## src/rtl/alu_issue_stage_pkg.sv

```systemverilog
// alu_issue_stage_pkg
//   Shared definitions for the ALU issue stage:
//   - datapath widths (WORD_WIDTH, ALU_CTL_WIDTH, SHAMT_WIDTH)
//   - ALU control codes (ALU_*), the encoding the ALU consumes
//   - RV32I opcode and funct3 constants
//   - operand-select enums and the registered issue payload struct
package alu_issue_stage_pkg;

  localparam int WORD_WIDTH    = 32;
  localparam int ALU_CTL_WIDTH = 4;
  localparam int SHAMT_WIDTH   = 5;

  // ALU control codes
  localparam logic [ALU_CTL_WIDTH-1:0] ALU_ADD  = 4'd0;
  localparam logic [ALU_CTL_WIDTH-1:0] ALU_SUB  = 4'd1;
  localparam logic [ALU_CTL_WIDTH-1:0] ALU_SLL  = 4'd2;
  localparam logic [ALU_CTL_WIDTH-1:0] ALU_SLT  = 4'd3;
  localparam logic [ALU_CTL_WIDTH-1:0] ALU_SLTU = 4'd4;
  localparam logic [ALU_CTL_WIDTH-1:0] ALU_XOR  = 4'd5;
  localparam logic [ALU_CTL_WIDTH-1:0] ALU_SRL  = 4'd6;
  localparam logic [ALU_CTL_WIDTH-1:0] ALU_SRA  = 4'd7;
  localparam logic [ALU_CTL_WIDTH-1:0] ALU_OR   = 4'd8;
  localparam logic [ALU_CTL_WIDTH-1:0] ALU_AND  = 4'd9;
  localparam logic [ALU_CTL_WIDTH-1:0] ALU_SEQ  = 4'd10;
  localparam logic [ALU_CTL_WIDTH-1:0] ALU_SNE  = 4'd11;
  localparam logic [ALU_CTL_WIDTH-1:0] ALU_SGE  = 4'd12;
  localparam logic [ALU_CTL_WIDTH-1:0] ALU_SGEU = 4'd13;

  // RV32I major opcodes
  localparam logic [6:0] OPC_OP     = 7'b0110011;
  localparam logic [6:0] OPC_OP_IMM = 7'b0010011;
  localparam logic [6:0] OPC_LUI    = 7'b0110111;
  localparam logic [6:0] OPC_AUIPC  = 7'b0010111;
  localparam logic [6:0] OPC_JAL    = 7'b1101111;
  localparam logic [6:0] OPC_JALR   = 7'b1100111;
  localparam logic [6:0] OPC_BRANCH = 7'b1100011;
  localparam logic [6:0] OPC_LOAD   = 7'b0000011;
  localparam logic [6:0] OPC_STORE  = 7'b0100011;

  // OP / OP-IMM funct3
  localparam logic [2:0] F3_ADD_SUB = 3'b000;
  localparam logic [2:0] F3_SLL     = 3'b001;
  localparam logic [2:0] F3_SLT     = 3'b010;
  localparam logic [2:0] F3_SLTU    = 3'b011;
  localparam logic [2:0] F3_XOR     = 3'b100;
  localparam logic [2:0] F3_SRL_SRA = 3'b101;
  localparam logic [2:0] F3_OR      = 3'b110;
  localparam logic [2:0] F3_AND     = 3'b111;

  // BRANCH funct3
  localparam logic [2:0] F3_BEQ  = 3'b000;
  localparam logic [2:0] F3_BNE  = 3'b001;
  localparam logic [2:0] F3_BLT  = 3'b100;
  localparam logic [2:0] F3_BGE  = 3'b101;
  localparam logic [2:0] F3_BLTU = 3'b110;
  localparam logic [2:0] F3_BGEU = 3'b111;

  localparam logic [6:0] F7_BASE = 7'b0000000;
  localparam logic [6:0] F7_ALT  = 7'b0100000;

  typedef enum logic [1:0] {
    A_ZERO = 2'd0,
    A_RS1  = 2'd1,
    A_PC   = 2'd2
  } a_sel_e;

  typedef enum logic [2:0] {
    B_ZERO  = 3'd0,
    B_RS2   = 3'd1,
    B_IMM_I = 3'd2,
    B_IMM_S = 3'd3,
    B_IMM_U = 3'd4,
    B_SHAMT = 3'd5,
    B_FOUR  = 3'd6
  } b_sel_e;

  typedef struct packed {
    logic [WORD_WIDTH-1:0]    a;
    logic [WORD_WIDTH-1:0]    b;
    logic [ALU_CTL_WIDTH-1:0] ctl;
    logic [4:0]               rd;
    logic                     wb_en;
    logic                     is_branch;
    logic                     illegal;
    logic [WORD_WIDTH-1:0]    pc;
  } issue_t;

endpackage

```

## src/rtl/alu_issue_stage_ctl_decode.sv

```systemverilog
// alu_ctl_decode
//   Combinational RV32I decode for the ALU issue stage.
//   Inputs : opcode, funct3, funct7 and rd fields of the instruction.
//   Outputs: ctl (ALU control code), a_sel / b_sel (operand selects),
//            wb_en, is_branch, illegal.
//   Any undecodable word is forced to the safe form: ctl=ADD, both
//   operands zero, no writeback, not a branch.
module alu_ctl_decode
  import alu_issue_stage_pkg::*;
(
  input  logic [6:0]               opcode,
  input  logic [2:0]               funct3,
  input  logic [6:0]               funct7,
  input  logic [4:0]               rd,
  output logic [ALU_CTL_WIDTH-1:0] ctl,
  output a_sel_e                   a_sel,
  output b_sel_e                   b_sel,
  output logic                     wb_en,
  output logic                     is_branch,
  output logic                     illegal
);

  logic rd_nz;
  logic alt;
  logic ctl_ill;

  assign rd_nz = (rd != 5'd0);
  assign alt   = funct7[5];

  always_comb begin
    ctl       = ALU_ADD;
    a_sel     = A_ZERO;
    b_sel     = B_ZERO;
    wb_en     = 1'b0;
    is_branch = 1'b0;
    ctl_ill   = 1'b0;

    unique case (opcode)
      OPC_OP: begin
        a_sel = A_RS1;
        b_sel = B_RS2;
        wb_en = rd_nz;
        // Only ADD/SUB and SRL/SRA have an alternate funct7 form.
        if (!((funct7 == F7_BASE) ||
              ((funct7 == F7_ALT) &&
               ((funct3 == F3_ADD_SUB) || (funct3 == F3_SRL_SRA))))) begin
          ctl_ill = 1'b1;
        end
        unique case (funct3)
          F3_ADD_SUB: ctl = alt ? ALU_SUB : ALU_ADD;
          F3_SLL:     ctl = ALU_SLL;
          F3_SLT:     ctl = ALU_SLT;
          F3_SLTU:    ctl = ALU_SLTU;
          F3_XOR:     ctl = ALU_XOR;
          F3_SRL_SRA: ctl = alt ? ALU_SRA : ALU_SRL;
          F3_OR:      ctl = ALU_OR;
          default:    ctl = ALU_AND;
        endcase
      end

      OPC_OP_IMM: begin
        a_sel = A_RS1;
        b_sel = B_IMM_I;
        wb_en = rd_nz;
        unique case (funct3)
          F3_ADD_SUB: ctl = ALU_ADD;
          F3_SLT:     ctl = ALU_SLT;
          F3_SLTU:    ctl = ALU_SLTU;
          F3_XOR:     ctl = ALU_XOR;
          F3_OR:      ctl = ALU_OR;
          F3_AND:     ctl = ALU_AND;
          F3_SLL: begin
            ctl   = ALU_SLL;
            b_sel = B_SHAMT;
            if (funct7 != F7_BASE) ctl_ill = 1'b1;
          end
          default: begin
            ctl   = alt ? ALU_SRA : ALU_SRL;
            b_sel = B_SHAMT;
            if ((funct7 != F7_BASE) && (funct7 != F7_ALT)) ctl_ill = 1'b1;
          end
        endcase
      end

      OPC_LUI: begin
        a_sel = A_ZERO;
        b_sel = B_IMM_U;
        wb_en = rd_nz;
      end

      OPC_AUIPC: begin
        a_sel = A_PC;
        b_sel = B_IMM_U;
        wb_en = rd_nz;
      end

      // Link value pc+4; the jump target is formed elsewhere.
      OPC_JAL, OPC_JALR: begin
        a_sel = A_PC;
        b_sel = B_FOUR;
        wb_en = rd_nz;
      end

      OPC_BRANCH: begin
        a_sel     = A_RS1;
        b_sel     = B_RS2;
        is_branch = 1'b1;
        unique case (funct3)
          F3_BEQ:  ctl = ALU_SEQ;
          F3_BNE:  ctl = ALU_SNE;
          F3_BLT:  ctl = ALU_SLT;
          F3_BGE:  ctl = ALU_SGE;
          F3_BLTU: ctl = ALU_SLTU;
          F3_BGEU: ctl = ALU_SGEU;
          default: ctl_ill = 1'b1;
        endcase
      end

      // Address generation only; the memory stage owns load writeback.
      OPC_LOAD: begin
        a_sel = A_RS1;
        b_sel = B_IMM_I;
      end

      OPC_STORE: begin
        a_sel = A_RS1;
        b_sel = B_IMM_S;
      end

      default: ctl_ill = 1'b1;
    endcase

    illegal = ctl_ill;
    if (ctl_ill) begin
      ctl       = ALU_ADD;
      a_sel     = A_ZERO;
      b_sel     = B_ZERO;
      wb_en     = 1'b0;
      is_branch = 1'b0;
    end
  end

endmodule

```

## src/rtl/alu_issue_stage.sv

```systemverilog
// alu_issue_stage
//   Registered decode/issue stage feeding the ALU operand and control inputs.
//   Ports:
//     clk, rst                      clock, synchronous active-high reset
//     in_valid/in_ready             upstream handshake
//     in_instr, in_pc               instruction word and its PC
//     in_rs1_data, in_rs2_data      register-file read data
//     flush                         kills held entry and same-cycle input
//     out_valid/out_ready           downstream (ALU/execute) handshake
//     out_a, out_b, out_ctl         ALU operands and control code
//     out_rd, out_wb_en             destination register (raw instr[11:7]), writeback
//     out_is_branch, out_illegal    branch-compare flag, decode trap flag
//     out_pc                        PC passed through
//
//   Handshake: a transfer happens on a rising edge where valid and ready are
//   both high. in_ready = ~out_valid | out_ready, so the single output register
//   refills in the same cycle it drains. Once out_valid is high the payload is
//   held stable until out_ready is seen (or flush/rst kills it). Precedence of
//   the next-state update is rst > flush > accept > drain.
module alu_issue_stage
  import alu_issue_stage_pkg::*;
(
  input  logic                     clk,
  input  logic                     rst,
  input  logic                     in_valid,
  output logic                     in_ready,
  input  logic [31:0]              in_instr,
  input  logic [WORD_WIDTH-1:0]    in_pc,
  input  logic [WORD_WIDTH-1:0]    in_rs1_data,
  input  logic [WORD_WIDTH-1:0]    in_rs2_data,
  input  logic                     flush,
  output logic                     out_valid,
  input  logic                     out_ready,
  output logic [WORD_WIDTH-1:0]    out_a,
  output logic [WORD_WIDTH-1:0]    out_b,
  output logic [ALU_CTL_WIDTH-1:0] out_ctl,
  output logic [4:0]               out_rd,
  output logic                     out_wb_en,
  output logic                     out_is_branch,
  output logic                     out_illegal,
  output logic [WORD_WIDTH-1:0]    out_pc
);

  logic [ALU_CTL_WIDTH-1:0] dec_ctl;
  a_sel_e                   dec_a_sel;
  b_sel_e                   dec_b_sel;
  logic                     dec_wb_en;
  logic                     dec_is_branch;
  logic                     dec_illegal;

  alu_ctl_decode u_alu_ctl_decode (
    .opcode    (in_instr[6:0]),
    .funct3    (in_instr[14:12]),
    .funct7    (in_instr[31:25]),
    .rd        (in_instr[11:7]),
    .ctl       (dec_ctl),
    .a_sel     (dec_a_sel),
    .b_sel     (dec_b_sel),
    .wb_en     (dec_wb_en),
    .is_branch (dec_is_branch),
    .illegal   (dec_illegal)
  );

  // Immediates
  logic [WORD_WIDTH-1:0] imm_i;
  logic [WORD_WIDTH-1:0] imm_s;
  logic [WORD_WIDTH-1:0] imm_u;
  logic [WORD_WIDTH-1:0] imm_shamt;

  assign imm_i     = {{(WORD_WIDTH-12){in_instr[31]}}, in_instr[31:20]};
  assign imm_s     = {{(WORD_WIDTH-12){in_instr[31]}}, in_instr[31:25], in_instr[11:7]};
  assign imm_u     = {in_instr[31:12], 12'b0};
  assign imm_shamt = {{(WORD_WIDTH-SHAMT_WIDTH){1'b0}}, in_instr[20 +: SHAMT_WIDTH]};

  // Operand muxes
  logic [WORD_WIDTH-1:0] op_a;
  logic [WORD_WIDTH-1:0] op_b;

  always_comb begin
    op_a = '0;
    unique case (dec_a_sel)
      A_RS1:   op_a = in_rs1_data;
      A_PC:    op_a = in_pc;
      default: op_a = '0;
    endcase
  end

  always_comb begin
    op_b = '0;
    unique case (dec_b_sel)
      B_RS2:   op_b = in_rs2_data;
      B_IMM_I: op_b = imm_i;
      B_IMM_S: op_b = imm_s;
      B_IMM_U: op_b = imm_u;
      B_SHAMT: op_b = imm_shamt;
      B_FOUR:  op_b = WORD_WIDTH'(4);
      default: op_b = '0;
    endcase
  end

  // Output register
  logic   out_valid_d, out_valid_q;
  issue_t payload_d, payload_q;
  logic   accept;

  assign in_ready = ~out_valid_q | out_ready;
  assign accept   = in_valid & in_ready & ~flush;

  always_comb begin
    out_valid_d = out_valid_q;
    payload_d   = payload_q;
    if (flush) begin
      // Payload is left as is; only the valid bit matters once killed.
      out_valid_d = 1'b0;
    end else if (accept) begin
      out_valid_d         = 1'b1;
      payload_d.a         = op_a;
      payload_d.b         = op_b;
      payload_d.ctl       = dec_ctl;
      payload_d.rd        = in_instr[11:7];
      payload_d.wb_en     = dec_wb_en;
      payload_d.is_branch = dec_is_branch;
      payload_d.illegal   = dec_illegal;
      payload_d.pc        = in_pc;
    end else if (out_ready) begin
      out_valid_d = 1'b0;
    end
  end

  always_ff @(posedge clk) begin
    if (rst) begin
      out_valid_q <= 1'b0;
      payload_q   <= '0;
    end else begin
      out_valid_q <= out_valid_d;
      payload_q   <= payload_d;
    end
  end

  assign out_valid     = out_valid_q;
  assign out_a         = payload_q.a;
  assign out_b         = payload_q.b;
  assign out_ctl       = payload_q.ctl;
  assign out_rd        = payload_q.rd;
  assign out_wb_en     = payload_q.wb_en;
  assign out_is_branch = payload_q.is_branch;
  assign out_illegal   = payload_q.illegal;
  assign out_pc        = payload_q.pc;

endmodule

```

## config.mk

```make
export PLATFORM = sky130hd
export DESIGN_NAME = alu_issue_stage
export DESIGN_NICKNAME = d
export VERILOG_FILES = /design/src/rtl/alu_issue_stage_pkg.sv /design/src/rtl/alu_issue_stage_ctl_decode.sv /design/src/rtl/alu_issue_stage.sv
export SDC_FILE = /design/constraint.sdc
export NUM_CORES = 1
export LEC_CHECK = 0
export ABC_AREA = 1
export BUFFER_PORTS_ARGS = -buffer_cell sky130_fd_sc_hd__clkbuf_2
export CORE_MARGIN = 2
export CORE_UTILIZATION = 47
export CTS_CLUSTER_DIAMETER = 40
export DETAILED_ROUTE_END_ITERATION = 7
export PLACE_DENSITY_LB_ADDON = 0.12
export SYNTH_ARGS = -nofsm -noshare
export SYNTH_HDL_FRONTEND = slang
export SYNTH_SLANG_ARGS = --single-unit
```

## constraint.sdc

```tcl
create_clock -name clk -period 2.3 [get_ports clk]
set_input_delay 0.115 -clock clk [delete_from_list [all_inputs] [get_ports clk]]
set_output_delay 0.115 -clock clk [all_outputs]
set_load 0.02 [all_outputs]
```

==> flow_summary_export.csv, run 1 <==
group,metric,value,unit
outcome,status,"complete, no violations",
worst_setup_path,worstPathMaxFanout,22,
floorplan,io_pins,243,
timing,post-route-period-util,77.6,%
synth,synth-seq-cells,109,
placed_design,dp_hpwl,11900,microns
synth,yosysUniqueCellTypes,35,
power_and_ir_drop,p_sw,1.04,mW
worst_setup_path,cpPeakStageDelay,210,ps
detailed_routing,drt_iter0_markers,340,
timing,fmax,0.561,GHz
worst_setup_path,slowest_stage,"ha_1",
global_route,grt_max_degree,107,
global_route,grt_usage,26.9,%
synth,synth_area_leaders,"dfxtp_1 41%, nand2_1 10%, o21ai_0 7.5%",
detailed_routing,vias_per_cell,5.09,
synth,synthMostInstantiatedCell,"nand2_1",
clock_tree,clk_latency,370,ps
detailed_routing,post_drt_wl_per_cell,14.7,microns
power_and_ir_drop,p_total,3.74,mW
timing,relSlewSlack,40.7,%
clock_tree,cts_setup_buffers,0,
synth,yosysTopAreaCellShare,41.3,%
floorplan,rows,38,
timing,final-max-slew-violation-count,0,
worst_setup_path,arrival,2010,ps
synth,ys_seq_area_share,41.3,%
synth,synth_common_cells,"147 x nand2_1, 109 x dfxtp_1, 92 x inv_1, 79 x o21ai_0, 76 x a21oi_1",
floorplan,initial_utilization,48.5,%
detailed_routing,routed-via-count,5813,
power_and_ir_drop,p_int,2.70,mW
worst_setup_path,cp_cell_sequence,"clkbuf_2 > nor2_1 > nand2_1 > nor2_4 > nand2_1 > nand3_1 > nand3_4 > nor2_1 > inv_1 > ha_1 > inv_1 > buf_12 > o21ai_0 > a22oi_1 > nor2_1",
finish,fin_nets,1131,
finish,antennaDiodeCount,0,
global_route,grt_pass1_wl,25500,microns
power_and_ir_drop,power_leakage,3.52,nW
floorplan,die_area,12100,sq um
detailed_routing,drt-total-wl,16800,microns
synth,synth_area,5280,sq um
timing,tightest_slew,889,ps
synth,synth-async-reset-ratio,0,%
power_and_ir_drop,clkPwrFrac,32.3,%
timing,period_minus_slack,1780,ps
synth,synth_edf_count,0,
clock_tree,cts_buffers,9,
finish,finalCoreUtilization,66.3,%
timing,fin_setup_tns,0,ps
finish,syn2layout_area_growth,36.7,%
power_and_ir_drop,swShare,27.7,%
detailed_routing,drtPass1Iterations,5,
power_and_ir_drop,sequentialPowerShare,52.4,%
worst_setup_path,reg2reg_slack,600,ps
worst_setup_path,worstSetupEndpointType,"flip-flop",
synth,yosysWarningCount,0,
detailed_routing,drcViolationCount,0,
global_route,antenna_found_initial,0,
placed_design,port_buffers,242,
clock_tree,numClockSinks,109,
clock_tree,cts_root_buffer,"clkbuf_8",
power_and_ir_drop,comb_power_share,15.3,%
floorplan,core_area,10900,sq um
timing,finalSetupViolations,0,
timing,rsz0062_at_grt,"false",
clock_tree,cts_tree,"yes",
worst_setup_path,start_kind,"primary input",
clock_tree,clkTransAtPathRegs,110,ps
power_and_ir_drop,irDropWorstVdd,0.000286,V
detailed_routing,antenna_left,0,
floorplan,die_w,110,microns
clock_tree,cts_max_level,3,
placed_design,gp_congestion,0.868,
synth,netlist_instances,740,
clock_tree,clk_path_buf_depth,2,
worst_setup_path,critPathRequiredTime,2530,ps
synth,yosysTopAreaCell,"dfxtp_1",
min_path,hold_class,"primary input to flip-flop",
job,drv_cap,0,
worst_setup_path,path_common_cell,"nor2_1",
timing,hold_violations,0,
timing,finClkSkew,9.71,ps
synth,synth.avg_cell_area,7.14,sq um
global_route,overflow,0,
synth,ys.flop_type,"dfxtp_1",
power_and_ir_drop,power.density,518,nW/um^2
synth,synth.net_count,875,
finish,drive_gt1_share,32.9,%
finish,fillers,988,
worst_setup_path,critPathKind,"primary input to flip-flop",
floorplan,die_y,110,microns
global_route,first_global_vias,5345,
[kinds of logic after synthesis]
| group | count (synthesis) | share of synthesized area, % |
|---|---|---|
| flops | 109 | 41.3 |
| buf+inv | 142 | 10.6 |
| compound gates | 237 | 27.0 |
| simple gates | 250 | 20.6 |
| fa+ha+maj | 2 | 0.474 |
[critical path: cells and delay by family]
family | cells | cell delay (ps)
AND/OR/NAND/NOR | 8 | 970
AO/OA/AOI/OAI | 2 | 280
buffers and inverters | 4 | 440
adder cells (fa/ha/maj) | 1 | 210
[cell type report]
| cell class | count | area [sq um] | share of cell area, % |
|---|---|---|---|
| repair buffers | 291 | 1750 | 24.3 |
| flip-flops and latches | 109 | 2180 | 30.2 |
| clock inverters | 5 | 58.8 | 0.815 |
| inverters | 96 | 360 | 4.99 |
| well taps | 140 | 175 | 2.43 |
| clock buffers | 11 | 141 | 1.96 |
| multi-input cells | 489 | 2550 | 35.3 |
[cells in the final DEF (no fill, tap or decap), types with 3 or more instances in the layout]
cell type      instances
clkbuf_2             241
nand2_1              147
dfxtp_1              109
inv_1                 91
o21ai_0               79
a21oi_1               76
nor2_1                61
dlygate4sd3_1         34
a22oi_1               32
a21oi_2               19
nand3_1               17
o21ai_2               13
clkbuf_8              10
buf_4                  8
buf_12                 7
o21ai_1                6
nand4_1                6
inv_2                  5
nor2_4                 5
nand2_2                5
nor2_2                 3
o211ai_1               3
[through the flow]
| stage | std cells | hold WS [ps] | worst slack (ps) | instance area [sq um] |
|---|---|---|---|---|
| after detailed placement | 1091 | 349 | 132 | 6680 |
| final | 1141 | 18.2 | 516 | 7220 |
| after CTS | 1140 | 0.0131 | 536 | 7210 |
| after global placement | 1091 | 347 | 213 | 6680 |
| after floorplan | 740 | 193 | 358 | 5280 |
| after global routing | 1141 | 13.4 | 245 | 7220 |
[layer usage]
layer / up-vias / routed length, microns / GRT usage [%]
met1: 2629 / 7080 / 32.2
met4: 0 / 266 / 8.14
met5: - / 0 / 0
met3: 20 / 1380 / 7.05
li1: 2931 / - / -
met2: 233 / 8080 / 46.9
[worst paths after layout]
check                           cells after the start                       to                   start
worst min register to register                      2   out_b[10]$_SDFFE_PP0P_  out_b[10]$_SDFFE_PP0P_
worst max-delay path                               15    out_a[7]$_SDFFE_PP0P_            in_instr[29]
worst min-delay path                                3  out_pc[30]$_SDFFE_PP0P_               in_pc[30]
worst max register to register                      8   out_a[27]$_SDFFE_PP0P_  out_valid$_SDFFE_PP0P_
[flip-flops by register name (all words and copies together), names as in the netlist]
| signal | flops |
|---|---|
| out_is_branch | 1 |
| out_a | 32 |
| out_ctl | 4 |
| out_rd | 5 |
| out_wb_en | 1 |
| out_illegal | 1 |
| out_b | 32 |
| out_valid | 1 |
| out_pc | 32 |
[repair_timing]
item,4_1_cts,5_1_grt
hold buffers,33,1
endpoints found under the setup margin,0,0
endpoints found under the hold margin,33,1
gates resized for setup,0,0
[power by group through the flow]
stage / clock, mW / combinational (mW) / sequential [mW]
finish: 1.21 / 0.572 / 1.96
detailed placement: 0 / 0.523 / 2.00
CTS: 1.23 / 0.568 / 1.96
floorplan: 0 / 0.212 / 2.06
global placement: 0 / 0.520 / 2.00
global route: 1.32 / 0.625 / 1.97
Note: power is estimated with default switching activity, not from simulation.
==> inputs of run 2 (changes only) <==
CORE_UTILIZATION = 43   (was 47)
clock period = 1.6 ns   (was 2.3 ns; I/O delays follow)
==> flow_summary_export.csv, run 2 (synthesis gave the netlist of run 1 again) <==
group,metric,value,unit
placed_design,port_buffers,242,
floorplan,io_pins,243,
timing,fin_ws,38.0,ps
timing,rsz0062_at_grt,"true",
timing,tightest_slew,583,ps
finish,seqCellArea,2180,sq um
placed_design,dp_cells,1149,
detailed_routing,antenna_left,0,
finish,fin_area,8070,sq um
clock_tree,cts_tree,"yes",
power_and_ir_drop,power.density,741,nW/um^2
timing,finClkSkew,6.52,ps
timing,relSlewSlack,61.1,%
timing,post-route-period-util,97.6,%
worst_setup_path,critPathRequiredTime,1810,ps
placed_design,gp_congestion,0.946,
detailed_routing,post_drt_wl_per_cell,14.6,microns
finish,final_cells,1207,
outcome,status,"complete, no violations",
timing,final-max-slew-violation-count,0,
global_route,grt_usage,25.8,%
clock_tree,clk_path_buf_depth,2,
worst_setup_path,critPathKind,"primary input to flip-flop",
timing,fmax,0.640,GHz
clock_tree,cts_buffers,9,
floorplan,core_area,12000,sq um
clock_tree,numClockSinks,109,
timing,finalSetupViolations,0,
finish,fin_nets,1190,
timing,hold_violations,0,
global_route,first_global_vias,5647,
job,drv_cap,0,
finish,multiInputGateArea,2720,sq um
floorplan,rows,40,
placed_design,dpl-instance-area,7200,sq um
finish,drive_gt1_share,40.3,%
clock_tree,cts_max_level,3,
worst_setup_path,start_kind,"primary input",
placed_design,post-place-ws,-643,ps
clock_tree,clkTransAtPathRegs,70,ps
power_and_ir_drop,power_leakage,3.93,nW
placed_design,dp_hpwl,12300,microns
floorplan,die_w,115,microns
detailed_routing,drtPass1Iterations,5,
timing,fin_setup_tns,0,ps
power_and_ir_drop,p_total,5.98,mW
timing,whs,16.4,ps
worst_setup_path,worstSetupEndpointType,"flip-flop",
finish,final_cell_mix,"241 x clkbuf_2, 140 x nand2_1, 109 x dfxtp_1",
clock_tree,cts_root_buffer,"clkbuf_16",
worst_setup_path,worstPathMaxFanout,21,
floorplan,die_area,13200,sq um
finish,syn2layout_area_growth,52.8,%
power_and_ir_drop,irDropWorstVdd,0.000441,V
detailed_routing,routed-via-count,5974,
global_route,grt_max_degree,56,
global_route,antenna_found_initial,0,
detailed_routing,drcViolationCount,0,
global_route,grt_pass1_wl,27300,microns
timing,period_minus_slack,1560,ps
finish,layout_commonest_cell,"clkbuf_2",
detailed_routing,vias_per_cell,4.95,
worst_setup_path,arrival,1770,ps
clock_tree,clk_latency,350,ps
detailed_routing,drt-total-wl,17600,microns
floorplan,die_y,115,microns
detailed_routing,drt_iter0_markers,366,
global_route,overflow,0,
min_path,hold_class,"primary input to flip-flop",
floorplan,initial_utilization,44.0,%
finish,fillers,1071,
finish,finalCoreUtilization,67.2,%
finish,antennaDiodeCount,0,
==> run 2: cell types whose count changed in the layout (fill, tap and decap cells not counted), sizes merged <==
cell	change
buf	+56
inv	+1
clkinvlp	-1
clkbuf	+3
dlygate4sd3	-1
clkinv	+1
nor2	+1
bufinv	-1
==> run 2: final cells by class <==
class / instances / share of cell area, %
flip-flops and latches: 109 / 27.0
multi-input cells: 490 / 33.7
clock buffers: 11 / 3.13
repair buffers: 349 / 28.6
inverters: 96 / 4.71
clock inverters: 5 / 0.527
well taps: 147 / 2.28
==> run 2: path summary, 6_finish.rpt <==
| kind | startpoint | endpoint | slack, ps | depth (start not counted) |
|---|---|---|---|---|
| max | flush | out_a[10]$_SDFFE_PP0P_ | 40 | 8 |
| min | in_instr[8] | out_rd[1]$_SDFFE_PP0P_ | 20 | 3 |
| max reg2reg | out_valid$_SDFFE_PP0P_ | out_a[10]$_SDFFE_PP0P_ | 70 | 8 |
| min reg2reg | out_b[0]$_SDFFE_PP0P_ | out_b[0]$_SDFFE_PP0P_ | 460 | 2 |
==> run 2: layer usage <==
metal	up-vias	global-route usage (%)	share of wire (%)	wire [microns]
met5	-	0	0	0
met4	0	8.35	2.1	367
met3	32	5.59	6.2	1090
met2	190	43.8	47	8260
met1	2691	32.7	45	7920
li1	3061	-	-	-
==> run 2: what timing repair did <==
item	4_1_cts	5_1_grt
cloned	1	4
pin swaps	0	12
hold endpoints to repair	33	0
hold buffers	33	0
resized for setup	3	26
buffers inserted	2	2
setup endpoints to repair	32	89
==> run 2: where the power goes <==
part           internal [mW]  switching, mW
combinational          0.410          0.537
clock                   1.16           1.06
sequential              2.78         0.0341
==> run 2: worst max-delay path, stage by stage <==
cell and delay, ps:
dlygate4sd3_1 550, clkbuf_2 130, nor3_4 220, inv_2 110
buf_4 180, buf_6 190, a22oi_1 230, nor2_1 80
